--- src/rtl/serial_tx_slot_scheduler.sv ---
// Transmit slot scheduler: 8-valid-in-10 framing with sync burst, alignment commas and user data.
// Optional SERIAL_TX_SLOT_SCHEDULER_STATS_EN adds saturating data/idle word counters.
module serial_tx_slot_scheduler #(
    parameter int          SYNC_WORDS   = 16,
    parameter int          COMMA_PERIOD = 256,
    parameter logic [7:0]  IDLE_CHAR    = 8'hBC
) (
    input  logic        clk,
    input  logic        rst,
    input  logic        enable,
    input  logic [7:0]  s_data,
    input  logic        s_k,
    input  logic        s_valid,
    output logic        s_ready,
    output logic [7:0]  enc_data,
    output logic        enc_k,
    output logic        enc_valid,
    output logic        frame_start,
    output logic        link_up
`ifdef SERIAL_TX_SLOT_SCHEDULER_STATS_EN
    ,
    output logic [31:0] stat_data_cnt,
    output logic [31:0] stat_idle_cnt
`endif
);

    localparam logic [1:0] OFF  = 2'd0;
    localparam logic [1:0] SYNC = 2'd1;
    localparam logic [1:0] RUN  = 2'd2;

    localparam logic [7:0]  SYNC_TGT   = 8'(SYNC_WORDS);
    localparam logic [15:0] COMMA_LAST = 16'(COMMA_PERIOD - 1);

    logic [1:0]  state, state_nxt;
    logic [3:0]  slot_cnt;
    logic [7:0]  sync_cnt;
    logic [15:0] comma_cnt;
    logic        valid_slot, frame_end, force_comma, take;

    assign valid_slot  = (state != OFF) && (slot_cnt < 4'd8);
    assign frame_end   = (state != OFF) && (slot_cnt == 4'd9);
    assign force_comma = (state == RUN) && valid_slot && (comma_cnt == COMMA_LAST);
    assign s_ready     = (state == RUN) && valid_slot && !force_comma;
    assign take        = s_ready && s_valid;

    // enable is only honoured at frame boundaries so no partial frame reaches the packer
    always_comb begin
        state_nxt = state;
        case (state)
            OFF:  if (enable) state_nxt = SYNC;
            SYNC: if (frame_end) begin
                      if (!enable)                    state_nxt = OFF;
                      else if (sync_cnt >= SYNC_TGT)  state_nxt = RUN;
                  end
            RUN:  if (frame_end && !enable) state_nxt = OFF;
            default: state_nxt = OFF;
        endcase
    end

    always_ff @(posedge clk) begin
        if (rst) begin
            state       <= OFF;
            slot_cnt    <= 4'd0;
            sync_cnt    <= 8'd0;
            comma_cnt   <= 16'd0;
            enc_valid   <= 1'b0;
            enc_data    <= 8'h00;
            enc_k       <= 1'b0;
            frame_start <= 1'b0;
            link_up     <= 1'b0;
        end else begin
            state       <= state_nxt;
            link_up     <= (state_nxt == RUN);
            enc_valid   <= valid_slot;
            frame_start <= valid_slot && (slot_cnt == 4'd0);

            if (state == OFF || slot_cnt == 4'd9) slot_cnt <= 4'd0;
            else                                  slot_cnt <= slot_cnt + 4'd1;

            if (state == OFF)
                sync_cnt <= 8'd0;
            else if (state == SYNC && valid_slot && sync_cnt < SYNC_TGT)
                sync_cnt <= sync_cnt + 8'd1;

            // alignment comma phase restarts on every entry into RUN
            if (state != RUN)
                comma_cnt <= 16'd0;
            else if (valid_slot)
                comma_cnt <= force_comma ? 16'd0 : comma_cnt + 16'd1;

            if (valid_slot) begin
                if (take) begin
                    enc_data <= s_data;
                    enc_k    <= s_k;
                end else begin
                    enc_data <= IDLE_CHAR;
                    enc_k    <= 1'b1;
                end
            end
        end
    end

`ifdef SERIAL_TX_SLOT_SCHEDULER_STATS_EN
    always_ff @(posedge clk) begin
        if (rst) begin
            stat_data_cnt <= 32'd0;
            stat_idle_cnt <= 32'd0;
        end else begin
            if (take && stat_data_cnt != 32'hFFFF_FFFF)
                stat_data_cnt <= stat_data_cnt + 32'd1;
            if (s_ready && !s_valid && stat_idle_cnt != 32'hFFFF_FFFF)
                stat_idle_cnt <= stat_idle_cnt + 32'd1;
        end
    end
`endif

endmodule

--- config.mk ---
export PLATFORM = sky130hd
export DESIGN_NAME = serial_tx_slot_scheduler
export DESIGN_NICKNAME = d
export VERILOG_FILES = /design/src/rtl/serial_tx_slot_scheduler.sv
export SDC_FILE = /design/constraint.sdc
export NUM_CORES = 1
export LEC_CHECK = 0
export ABC_AREA = 0
export BUFFER_PORTS_ARGS = -buffer_cell sky130_fd_sc_hd__buf_2
export CORE_ASPECT_RATIO = 0.8
export CORE_MARGIN = 3
export CORE_UTILIZATION = 45
export CTS_CLUSTER_DIAMETER = 100
export DETAILED_ROUTE_END_ITERATION = 16
export GPL_TIMING_DRIVEN = 0
export PLACE_DENSITY = 0.69
export SLEW_MARGIN = 0
export SYNTH_ARGS = -nofsm -noshare
export SYNTH_HDL_FRONTEND = slang
export SYNTH_SLANG_ARGS = --single-unit
export TNS_END_PERCENT = 10
--- constraint.sdc ---
create_clock -name clk -period 1.8 [get_ports clk]
set_clock_uncertainty 0.05 [all_clocks]
set_input_delay 0.18 -clock clk [delete_from_list [all_inputs] [get_ports clk]]
set_output_delay 0.18 -clock clk [all_outputs]
set_load 0.1 [all_outputs]
; ---- Word-level counts from Yosys, hierarchy flattened
; Index checks and enable logic that the tools add are counted.
[word_totals]
reg_bits = 42
latchBits = 0
mem_bits_rw = 0
mem_bits_ro = 0
input_bits = 13
out_inout_bits = 13
wordCells = 49
memories = 0
[classes]
add_sub_neg = 3
multipliers = 0
div_mod_pow = 0
magnitude_cmp = 3
n_eq_ne = 6
shifts = 0
muxes = 9
n_bitwise = 0
reduce_logical = 19
[op_table]
columns = op, n
row1 = $add 16x1->16 const B, 1
row2 = $eq 16x8->1 const B, 1
row3 = $mux 16, 1
row4 = $logic_and 1x1->1, 10
row5 = $mux 2, 5
row6 = $add 8x1->8 const B, 1
row7 = $ge 8x5->1 const B, 1
row8 = $lt 8x5->1 const B, 1
row9 = $mux 8, 1
row10 = $pmux 2 s3, 1
row11 = $reduce_or 2->1, 3
row12 = $add 4x1->4 const B, 1
row13 = $eq 2x2->1 const B, 2
row14 = $eq 4x4->1 const B, 1
row15 = $logic_not 4->1, 1
row16 = $lt 4x4->1 const B, 1
row17 = $eq 2x1->1 const B, 1
row18 = $logic_not 1->1, 2
row19 = $logic_not 2->1, 1
row20 = $ne 2x2->1 const B, 1
row21 = $reduce_bool 2->1, 1
row22 = $logic_or 1x1->1, 1
row23 = $mux 1, 1

; ---- Depth between registers and ports, before layout
; Gate-level depths: netlist of run 1.
[depth]
word_depth = 8
ltp_mapped = 6
ltp_nobuf = 6

; ---- Least setup slack after synthesis of run 1
; Ideal clock, no wire load.
[synth_timing]
path_kind = register to output
start = register comma_cnt[0]
end = output port s_ready
t_arrival_ns = 2.923
t_required_ns = 1.570
slack_ns = -1.353
stages_incl_launch_ff = 5
path_buffers = 0
path_cell_list = dfxtp_1 ha_1 nand3_1 nor4_2 nor3_1
[synth_between]
elab_chain_cells = 4
[synth_lines]
columns = element, line_no
row1 = "start, declared", 37  ; logic [15:0] comma_cnt;
row2 = "start signal, assigned", 89  ; comma_cnt <= force_comma ? 16'd0 : comma_cnt + 16'd1;
row3 = $eq 16x8->1, 42  ; assign force_comma = (state == RUN) && valid_slot && (comma_cnt == COMMA_LAST);
row4 = $logic_and 1x1->1, 42
row5 = $logic_not 1->1, 43  ; assign s_ready = (state == RUN) && valid_slot && !force_comma;
row6 = $logic_and 1x1->1, 43
row7 = "end, declared", 14  ; output logic s_ready,
; Every way passes these cells.

; ---- Final worst setup path of run 1
[layout_timing]
start = register comma_cnt[14]
end = output port s_ready
; Same word-level chain as after synthesis.

==> flow_summary.json, run 1 <==
{
  "status": "finished, violations left",
  "violations": "negative setup slack",
  "rr_worst_depth": 6,
  "chipWidth_um": 77.67,
  "synth_fp_nets": 223,
  "area_growth_pct": 21.38,
  "setup_tns_ps": -1817,
  "met3_usage": 0.06286,
  "fmax_ghz": 0.4885,
  "synth-edff-count": 0,
  "grt_pass1_vias": 1368,
  "worst_hold_slack_ps": 68.00,
  "drtIter0Drc": 88,
  "io_buffers": 25,
  "drive_above_1_share": 0.2614,
  "ant_nets": 0,
  "clockBufferDepth": 2,
  "cp_max_fo": 3,
  "ys_types": 43,
  "grt_pass1_wl_um": 6306,
  "grt.busiest_layer": "met1",
  "arrival_ps": 1820,
  "ir_drop_mv": 0.4689,
  "postSynthRegisterBits": 42,
  "post_drt_wl_per_cell_um": 11.96,
  "std_cell_rows": 20,
  "reg2reg_from": "comma_cnt[14]",
  "timing_hold_violations_final": 0,
  "drv_cap": 0,
  "cts.sinks": 42,
  "dp_hpwl_um": 2490,
  "setup.worst_path.start_class": "flop",
  "rsz0062_at_grt": "true",
  "overflow": 0,
  "reg2reg_slack_ps": -150,
  "grt_usage": 0.1596,
  "core_mm2": 0.003879,
  "synth_area_mm2": 0.001849,
  "ios": 26,
  "period_share": 1.137,
  "rr_endpoint": "enc_data[0]",
  "postSynth.asyncResetShare": 0,
  "vias_per_cell": 5.057,
  "die_y_um": 63.34,
  "synth_top_area_cell": "dfxtp_1",
  "yosys_warnings": 0,
  "n_antenna_cell": 0,
  "p_leak_nw": 0.8143,
  "synth_ff_type": "dfxtp_1",
  "synthTopCellsByCount": "dfxtp_1 (42), nor2_1 (34), inv_1 (17)",
  "slew_violations": 0,
  "cts_buffers": 5,
  "drc": 0,
  "gp_congestion": 0.7902,
  "required_ps": 1570,
  "firstDrtPassIters": 4,
  "power_density_mw_per_mm2": 776.7,
  "yosysMostFrequentCell": "dfxtp_1",
  "syn_inst": 204,
  "drt_wl_total_um": 3540,
  "cp-startpoint": "comma_cnt[14]",
  "clock-root-buffer": "clkbuf_8",
  "critPathKind": "reg2out",
  "post-place-ws_ps": -193.7,
  "relSlewSlack": 0.6404,
  "die-area_mm2": 0.004919,
  "final.min_clock_period_ps": 2047,
  "grtUsageMet1": 0.2276,
  "vias": 1497,
  "nNetsFinal": 259,
  "clock_latency_ps": 290,
  "fillers": 357,
  "grt_max_degree": 15,
  "final.setup.worst_slack_ps": -247.1,
  "initial_core_util": 0.4768,
  "tightestPinTransition_ps": 539.5,
  "synth_area_per_cell_um2": 9.065,
  "grtUsageMet2": 0.2233,
  "cts_htree_levels": 2,
  "yosysSeqAreaShare": 0.4547,
  "cts_tree": "yes",
  "setup_viol": 21,
  "min-delay-path-class": "in2reg",
  "cp-endpoint": "s_ready",
  "end_kind": "output port",
  "synthDominantCellAreaShare": 0.4547,
  "antenna_found_initial": 0,
  "synth.area.top_cells": "dfxtp_1 (45%), nor2_1 (6.9%), xnor2_1 (5.7%)",
  "cts.clk_slew.worst_paths_ps": 80
}
-- state kept, by name (all words and copies together) (netlist names) --
| name | count |
|---|---|
| comma_cnt | 16 |
| enc_data | 8 |
| sync_cnt | 8 |
| slot_cnt | 4 |
| state | 2 |
| enc_k | 1 |
| enc_valid | 1 |
| frame_start | 1 |
| link_up | 1 |
-- layout by cell type, fill, tap and decap left out, types with 4 or more instances in the layout --
cell | netlist | final
a211oi_1 | 4 | 4
buf_2 | 1 | 25
clkbuf_8 | 0 | 5
dfxtp_1 | 42 | 34
dfxtp_2 | 0 | 8
ha_1 | 6 | 6
inv_1 | 17 | 17
nand2_1 | 8 | 8
nand3_1 | 6 | 5
nand4_1 | 4 | 4
nor2_1 | 34 | 34
nor3_1 | 7 | 6
nor4_1 | 5 | 5
o22ai_1 | 6 | 6
xnor2_1 | 12 | 12
xor2_1 | 4 | 4
-- stage by stage --
stage          instances    util  area (um2)  total power (W)
3_3_place_gp         284  0.5332        2068         0.001162
3_5_place_dp         284  0.5332        2068         0.001163
5_1_grt              296  0.5787        2245         0.001828
4_1_cts              293  0.5655        2193         0.001765
2_1_floorplan        204       -        1874         0.001123
6_report             296  0.5787        2245         0.001744
-- cell families after synthesis --
family | count (synthesis) | synth area share
simple gates | 85 | 0.2497
flops | 42 | 0.4547
compound gates | 28 | 0.1150
buf+inv | 25 | 0.05345
xor+xnor | 16 | 0.07578
fa+ha+maj | 6 | 0.04059
mux | 2 | 0.01083
-- per-layer routing --
layer / share of wire / up-vias
met5: 0 / -
met4: 0.0056 / 0
met3: 0.055 / 4
met2: 0.42 / 32
met1: 0.52 / 684
li1: - / 777
-- power breakdown --
| group | internal (W) | switching, W | total [W] |
|---|---|---|---|
| Combinational | 0.0000452 | 0.000145 | 0.000190 |
| Clock | 0.000272 | 0.000327 | 0.000599 |
| Sequential | 0.000945 | 0.00000937 | 0.000955 |
| Total | 0.00126 | 0.000481 | 0.00174 |
-- cell type report --
class,count,area [um2],share of cell area
multi-input combinational,137,950.9,0.4236
sequential,42,850.8,0.3790
timing repair buffer,29,177.7,0.07915
clock buffer,5,68.82,0.03066
tap,55,68.82,0.03066
inverter,17,63.81,0.02843
buffer,8,42.54,0.01895
clock inverter,3,21.27,0.009476
-- how the worst min path moves through the flow --
stage,endpoint,slack [ps],cells past startpoint,from
2_1_floorplan,state[0],200,1,rst
3_5_place_dp,enc_k,370,3,s_k
3_3_place_gp,enc_data[7],360,3,s_data[7]
5_1_grt,state[1],70,2,rst
4_1_cts,state[1],60,2,rst
6_report,state[1],70,2,rst
-- critical path: stages, from the launching register on --
cell and delay, ps:
dfxtp_2 330, or4_4 560, nor4_4 380, nor3_4 70, buf_12 170
-- what timing repair did --
action	CTS	global route
cloned	0	0
pin swaps	18	5
gates resized for setup	12	11
buffers inserted	1	3
hold buffers	0	0
endpoints found under the setup margin	26	29
(Power assumes the default switching activity.)
==> run 2, diff against run 1 <==
--- a/config.mk
+++ b/config.mk
@@ -13,7 +13,7 @@
 export CTS_CLUSTER_DIAMETER = 100
 export DETAILED_ROUTE_END_ITERATION = 16
 export GPL_TIMING_DRIVEN = 0
-export PLACE_DENSITY = 0.69
+export PLACE_DENSITY_LB_ADDON = 0.3
 export SLEW_MARGIN = 0
 export SYNTH_ARGS = -nofsm -noshare
 export SYNTH_HDL_FRONTEND = slang
==> flow_summary.json, run 2 (same netlist as run 1, synthesis figures left out) <==
{
  "cts_htree_levels": 2,
  "dp_hpwl_um": 2431,
  "timing_hold_violations_final": 0,
  "vias_per_cell": 5.017,
  "path_delay_family": "simple AND/OR/NAND/NOR gates",
  "cts_tree": "yes",
  "cp_max_fo": 3,
  "ant_nets": 0,
  "worst_hold_slack_ps": 79.28,
  "grt_pass1_wl_um": 6423,
  "vias": 1505,
  "grt_max_degree": 12,
  "initial_core_util": 0.4768,
  "cts.clk_slew.worst_paths_ps": 70,
  "drive_above_1_share": 0.2531,
  "critPathKind": "reg2out",
  "fmax_ghz": 0.4900,
  "drtIter0Drc": 66,
  "io_buffers": 25,
  "final_cell_mix": "dfxtp_1 (37), nor2_1 (33), buf_2 (26)",
  "required_ps": 1570,
  "clock_latency_ps": 290,
  "crit_buf_inv": 1,
  "std_cell_rows": 20,
  "reg2reg_from": "comma_cnt[9]",
  "min-delay-path-class": "in2reg",
  "final.min_clock_period_ps": 2041,
  "top_regs": "comma_cnt (16), enc_data (8), sync_cnt (8)",
  "firstDrtPassIters": 5,
  "area_growth_pct": 23.21,
  "placed_area_mm2": 0.002068,
  "p_leak_nw": 0.8278,
  "arrival_ps": 1810,
  "largest_reg_flops": 16,
  "reg2reg_slack_ps": -170,
  "cp.depth": 4,
  "regMostFlops": "comma_cnt",
  "core_mm2": 0.003879,
  "cts_buffers": 5,
  "relSlewSlack": 0.6176,
  "rr_worst_depth": 6,
  "hp-start": "s_k",
  "cp-startpoint": "comma_cnt[9]",
  "tightestPinTransition_ps": 573.6,
  "setup_tns_ps": -2905,
  "fin_area_mm2": 0.002278,
  "rr_endpoint": "enc_data[1]",
  "overflow": 0,
  "period_share": 1.134,
  "grt_pass1_vias": 1458,
  "drv_cap": 0,
  "ir_drop_mv": 0.6845,
  "power_density_mw_per_mm2": 743.2,
  "final.setup.worst_slack_ps": -240.8,
  "die-area_mm2": 0.004919,
  "final_common_cell": "dfxtp_1",
  "nNetsFinal": 264,
  "max_stage_delay_ps": 570,
  "slew_violations": 0,
  "end_kind": "output port",
  "drt_wl_total_um": 3588,
  "die_y_um": 63.34,
  "chipWidth_um": 77.67,
  "cp-endpoint": "s_ready",
  "clock-root-buffer": "clkbuf_8",
  "gp_congestion": 0.7454,
  "cp_slowest_cell": "or4_4",
  "drc": 0,
  "antenna_found_initial": 0,
  "path_cells": "or4_4 > nor4_4 > nor3_4 > buf_12",
  "status": "finished, violations left",
  "post_drt_wl_per_cell_um": 11.96,
  "total_power_w": 0.001693,
  "cts.sinks": 42,
  "clockBufferDepth": 2,
  "ios": 26,
  "grt_usage": 0.1628,
  "n_antenna_cell": 0,
  "setup.worst_path.start_class": "flop",
  "setup_viol": 25,
  "rsz0062_at_grt": "true",
  "violations": "negative setup slack"
}
[run 2: changes by cell type in the layout (fill, tap and decap cells not counted), sizes merged]
cell	previous run	this run
clkbuf	11	12
clkinv	2	0
buf	31	37
clkinvlp	1	0
[run 2: how the worst min path moves through the flow]
stage / endpoint / slack (ps) / cells past startpoint
after detailed placement: sync_cnt[7] / 370 / 2
after global routing: enc_data[7] / 90 / 3
after floorplan: state[0] / 200 / 1
after CTS: enc_k / 80 / 3
final: enc_k / 80 / 3
after global placement: enc_k / 360 / 3
[run 2: timing repair]
action | in CTS | in global routing
setup buffers | 6 | 3
gates resized for setup | 15 | 7
pin swaps | 20 | 5
setup endpoints to repair | 29 | 27
hold buffers | 0 | 0
cloned | 1 | 0
hold endpoints to repair | 0 | 0
[run 2: power breakdown]
group	internal [W]	switching (W)	total, W
registers	0.000945	0.00000910	0.000954
logic	0.0000451	0.000145	0.000190
clock network	0.000267	0.000283	0.000550
total	0.00126	0.000437	0.00169
[run 2: cell type report]
cell class	instances	area, um2
inverter	17	63.81
multi-input combinational	137	963.4
sequential	42	849.6
fill	323	1600
timing repair buffer	34	215.2
clock buffer	7	76.32
buffer	8	41.29
tap	55	68.82
[run 2: tightest hold or removal path: cells and delay by family]
| kind | cells | cell delay [ps] |
|---|---|---|
| AO/OA/AOI/OAI | 1 | 60 |
| buffers and inverters | 1 | 70 |
| AND/OR/NAND/NOR | 1 | 70 |
[run 2: routing by layer]
metal / GRT usage / wire length (um)
met1: 0.2135 / 1779
met4: 0.08444 / 57
met5: 0 / 0
met2: 0.2404 / 1541
met3: 0.04857 / 209
[run 2: per-stage QoR]
| step | util | cells | setup WS, ps |
|---|---|---|---|
| finish | 0.5874 | 300 | -240.8 |
| floorplan | - | 204 | -35.62 |
| global placement | 0.5332 | 284 | -189.7 |
| global route | 0.5874 | 300 | -287.2 |
| detailed placement | 0.5332 | 284 | -200.1 |
| CTS | 0.5748 | 297 | -248.6 |
